[src/rtl/booth_multiplier.sv]
// booth_multiplier: sequential signed multiplier, radix-8 Booth, one digit per clock.
// Optional registered Busy output when BOOTH_BUSY_EN is defined.
module booth_multiplier #(
  parameter int N = 8
) (
  input  logic           Clock,
  input  logic           Reset,
  input  logic           Start,
  input  logic [N-1:0]   Mplier,
  input  logic [N-1:0]   Mcand,
  output logic           Done,
  output logic [2*N-1:0] Product
`ifdef BOOTH_BUSY_EN
  ,
  output logic           Busy
`endif
);
  localparam int K = (N + 2) / 3;
  localparam int IW = $clog2(K + 1);
  localparam logic [2:0] IDLE = 3'd0, PRECOMP = 3'd1, ITER = 3'd2, DONE = 3'd3, WAIT = 3'd4;
  logic [2:0] state, state_nx;
  logic [N-1:0] mp, mc;
  logic [2*N-1:0] m, m3, acc, mag, pp, acc_nx;
  logic [3*K:0] y;
  logic [IW-1:0] idx;
  logic signed [2*N-1:0] mx;
  logic signed [3*K-1:0] yx;
  logic last;
  assign mx = $signed(mc);
  assign yx = $signed(mp);
  assign last = idx == IW'(K - 1);
  // y[3:0] always holds the current digit window, y[-1] sitting in bit 0
  always_comb begin
    case (y[3:0])
      4'b0001, 4'b0010, 4'b1101, 4'b1110: mag = m;
      4'b0011, 4'b0100, 4'b1011, 4'b1100: mag = m << 1;
      4'b0101, 4'b0110, 4'b1001, 4'b1010: mag = m3;
      4'b0111, 4'b1000:                   mag = m << 2;
      default:                            mag = '0;
    endcase
  end
  assign pp = y[3] ? -mag : mag;
  assign acc_nx = acc + pp;
  always_comb begin
    state_nx = state == IDLE    ? (Start ? PRECOMP : IDLE) :
               state == PRECOMP ? ITER :
               state == ITER    ? (last ? DONE : ITER) :
               (Start ? WAIT : IDLE);
  end
  always_ff @(posedge Clock) begin
    if (Reset) begin
      state <= IDLE;
      Done <= 1'b0;
      Product <= '0;
      mp <= '0;
      mc <= '0;
      m <= '0;
      m3 <= '0;
      acc <= '0;
      y <= '0;
      idx <= '0;
    end else begin
      state <= state_nx;
      Done <= state == ITER && last;
      if (state == IDLE && Start) begin
        mp <= Mplier;
        mc <= Mcand;
        acc <= '0;
      end
      if (state == PRECOMP) begin
        m <= mx;
        m3 <= mx + (mx <<< 1);
        y <= {yx, 1'b0};
        idx <= '0;
      end
      // multiplicands shift with the digit so the partial product lands at 3i
      if (state == ITER) begin
        acc <= acc_nx;
        m <= m << 3;
        m3 <= m3 << 3;
        y <= y >> 3;
        idx <= IW'(idx + 1'b1);
        if (last) Product <= acc_nx;
      end
    end
  end
`ifdef BOOTH_BUSY_EN
  always_ff @(posedge Clock) begin
    if (Reset) Busy <= 1'b0;
    else Busy <= state_nx == PRECOMP || state_nx == ITER || state_nx == DONE;
  end
`endif
endmodule

[config.mk]
export PLATFORM = sky130hd
export DESIGN_NAME = booth_multiplier
export DESIGN_NICKNAME = d
export VERILOG_FILES = /design/src/rtl/booth_multiplier.sv
export SDC_FILE = /design/constraint.sdc
export NUM_CORES = 1
export LEC_CHECK = 0
export ABC_AREA = 0
export BUFFER_PORTS_ARGS = -buffer_cell sky130_fd_sc_hd__buf_2
export CAP_MARGIN = 25
export CORE_ASPECT_RATIO = 1.2
export CORE_MARGIN = 2
export CORE_UTILIZATION = 30
export DETAILED_ROUTE_END_ITERATION = 12
export GPL_TIMING_DRIVEN = 0
export SLEW_MARGIN = 20
export SYNTH_ARGS = -nofsm -noshare
export SYNTH_HDL_FRONTEND = slang
export SYNTH_SLANG_ARGS = --single-unit
[constraint.sdc]
create_clock -name Clock -period 4.2 [get_ports Clock]
set_clock_uncertainty 0.1 [all_clocks]
set_input_delay 0.63 -clock Clock [delete_from_list [all_inputs] [get_ports Clock]]
set_output_delay 0.63 -clock Clock [all_outputs]
set_load 0.02 [all_outputs]
==> out/results.txt <==
Cell repeated most along the worst path - sky130_fd_sc_hd__a21o_1
Wire length of the first global-routing pass - 22,700 um
Vias per cell - 5.16
Setup violators final - 0
Number of synthesized flops with an enable pin - 0
Antenna violations before repair - 0
Later-pin clock latency in the skew report - 360 ps
Synth area leader - sky130_fd_sc_hd__dfxtp_1
Unrepaired setup endpoints after global routing - true
Routed WL per cell - 15.4 um
CP max stage delay - 320 ps
Distinct cell type count of the synthesized netlist - 56
Maximum number of pins on one net before global-route repair - 17
Placer Congestion - 0.868
Filler cell count in the final layout - 1,812
Largest buffer count on any clock path - 2
Setup TNS - 0 ps
Total number of vias - 4,748
Number of antenna diodes - 0
Start-to-end type of the worst setup path - reg -> reg
Area of the mapped netlist - 5180 um^2
Final Routed Wirelength - 14,200 um
Share of flip-flops with an asynchronous set or reset - 0%
GR Overflow Total - 0
Number of nets with antenna violations after detailed routing - 0
# placed instances - 885
Post-synthesis average cell area - 8.17 um^2
Flip-flop cell with the highest count after synthesis - sky130_fd_sc_hd__dfxtp_1
Synthesis-stage register bit count - 94
Highest clock frequency the design can meet - 0.243 GHz
I/O Pins - 36
R2r setup slk - 80 ps
# Max-Cap Violations - 0
Final Max Slew Viols - 0
Master cell of the clock root buffer - sky130_fd_sc_hd__clkbuf_16
Share of synthesized area occupied by flip-flops and latches - 36.3%
Synth warnings - 0
CTS sink count - 94
Syn Inst Count - 634
Headroom to the max-slew limit - 52.1%
TritonCTS clock tree - done
Startpoint of the worst register-to-register path - y[0]
CTS H-tree lvls - 3
IO buf count - 34
Area of the core - 16,900 um^2
Layout Nets - 746
Reg-to-Reg End - acc[15]
Layout cells sized above 1 - 16.7%
Crit. End Element - register
Slew at the pin closest to its max-slew limit - 718 ps
DIE AREA - 18,300 um^2
CP Max Fanout - 8
Data required time at the worst endpoint - 4360 ps
Fraction of synthesized cell area taken by the top area cell type - 36.3%
Width of the die - 124 um
Min Tclk post-route - 4120 ps
Critical Path Source Type - register
Number of remaining DRC errors - 0
Cell Chain, Critical Path - buf_6 > and4b_2 > o21ai_0 > nand4_1 > nor4_4 > nand2_1 > or2_4 > o31ai_4 > xor2_1 > ha_1 > a21o_1 > a31oi_1 > a31o_2 > o21ai_2 > a21o_1 > a21oi_4 > nor3_1 > a221o_1
Cell at the slowest stage of the critical path - sky130_fd_sc_hd__a221o_1
Standard-cell row count - 52
Share of the clock period used by the worst path after layout - 98.1%
Outcome - finished clean
Detailed-placement wirelength estimate - 10,400 um
Critical path endpoint - acc[15]
Non-filler cells in the finished layout - 921
Worst IR drop on VDD - 0.000171 V
Global routing usage summed across all routing layers - 15.8%
Arrival @ worst endpoint - 4280 ps
Total clock buffers created by CTS - 9
Cell count of the worst reg-to-reg path - 18
Clock-pin slew reported for the worst setup and hold paths after clock tree synthesis - 70 ps
Hold path startpoint - Product[2]
Origin of the worst setup path - y[0]
Number of global-route vias before repair - 4,459
LEAKAGE - 0.00248 uW
Power density of the placed cells - 333 nW/um^2
Starting density of the core - 30.6%
Tightest Hold Check Type - reg -> reg
Cell types with the largest area share after synthesis - sky130_fd_sc_hd__dfxtp_1, sky130_fd_sc_hd__nand2_1, sky130_fd_sc_hd__ha_1, sky130_fd_sc_hd__a21oi_1, sky130_fd_sc_hd__nor2_1
Die height - 148 um
Number of iterations in the first detailed-routing pass - 5
Net count of the mapped netlist - 680
Number of hold-slack violations in the final timing report - 0
Violation count after the first detailed-routing iteration - 399
Synth-to-layout area growth - 21.7%
[cell usage after synthesis, drive strengths merged, types with 13 or more instances]
cell type,instances
dfxtp,94
clkbuf,31
ha,25
nor2,63
a221oi,20
xnor2,26
o21ai,30
inv,13
nand2,92
a21oi,58
a22oi,26
nand3,16
[critical path, delay by kind of cell, from the launching register on]
| kind | cells | cell delay [ps] |
|---|---|---|
| AO/OA/AOI/OAI | 9 | 1730 |
| adder cells (fa/ha/maj) | 1 | 270 |
| buffers and inverters | 1 | 150 |
| flip-flops | 1 | 310 |
| AND/OR/NAND/NOR | 6 | 1240 |
| XOR/XNOR | 1 | 200 |
[metal layers]
layer / global-route usage [%] / vias up / part of all wire, %
li1: - / 2393 / -
met1: 19.9 / 2228 / 45
met2: 26.5 / 105 / 49
met3: 3.32 / 22 / 4.1
met4: 5.62 / 0 / 2.1
met5: 0 / - / 0
[metrics by stage]
step	hold WS, ps	cell area, um^2	power [uW]	utilization, %	worst slack [ps]
final	350	6300	2100	37.3	80.5
after global routing	374	6300	2180	37.3	-189
after CTS	352	6070	2090	35.9	-18.8
after detailed placement	343	5630	1240	33.3	-530
after global placement	341	5620	1240	33.2	-527
after floorplan	336	5180	1160	-	97.1
[layout make-up]
class	count	area, um^2	share of cell area [%]
Inverter	13	48.8	0.774
Tap cell	216	270	4.29
Timing Repair Buffer	57	353	5.60
Sequential cell	94	1890	29.9
Multi-Input combinational cell	485	3260	51.7
Buffer	40	188	2.98
Clock inverter	6	67.6	1.07
Clock buffer	10	229	3.63
[flip-flops by register name (all words and copies together) (netlist names), 3 cells and up]
signal / cells
Product: 16
acc: 16
m: 16
m3: 15
mc: 8
mp: 8
state: 3
y: 9
[worst min-delay path by stage]
stage                       end  depth (start not counted)
global route        Product[11]                          2
CTS                  Product[2]                          2
global placement     Product[2]                          2
detailed placement   Product[2]                          2
floorplan                 mp[0]                          2
finish               Product[2]                          2
[what timing repair did]
action / in CTS / in global routing
endpoints found under the setup margin: 10 / 10
pin swaps: 12 / 21
resized for setup: 16 / 35
setup buffers: 10 / 12
hold buffers: 0 / 0
endpoints found under the hold margin: 0 / 0
[report_power, final]
| part | leakage (uW) | internal [uW] | switching [uW] |
|---|---|---|---|
| clock network | 0.000139 | 465 | 371 |
| registers | 0.000762 | 921 | 29.2 |
| logic | 0.00158 | 112 | 200 |
[logic make-up (layout without fill, tap and decap cells)]
| family | after synthesis | after routing | synth area share, % |
|---|---|---|---|
| AOI/OAI and AO/OA | 178 | 178 | 22.3 |
| xor gates and xnor gates | 38 | 38 | 6.42 |
| adders and majority gates | 27 | 27 | 6.81 |
| buffers and inverters | 55 | 126 | 4.51 |
| DFF | 94 | 94 | 36.3 |
| muxes | 13 | 13 | 2.54 |
| and+or+nand+nor | 229 | 229 | 21.1 |
[layout by cell type (no fill, tap or decap), drive strengths merged, types with 5 or more instances in the layout]
cell type  netlist  layout
a221oi          20      20
o31ai            5       5
xor2            12      12
nand4            9       9
clkbuf          31      41
a22oi           26      26
nor3             6       6
nor2            63      63
o21ai           30      30
nand2           92      92
a21o            10      10
or2              5       5
xnor2           26      26
a211oi           9       9
ha              25      25
inv             13      15
nor2b           12      12
a21oi           58      58
buf             11      66
dfxtp           94      94
nand3           16      16
mux2i           12      12
Power figures use the tool's default switching activity.
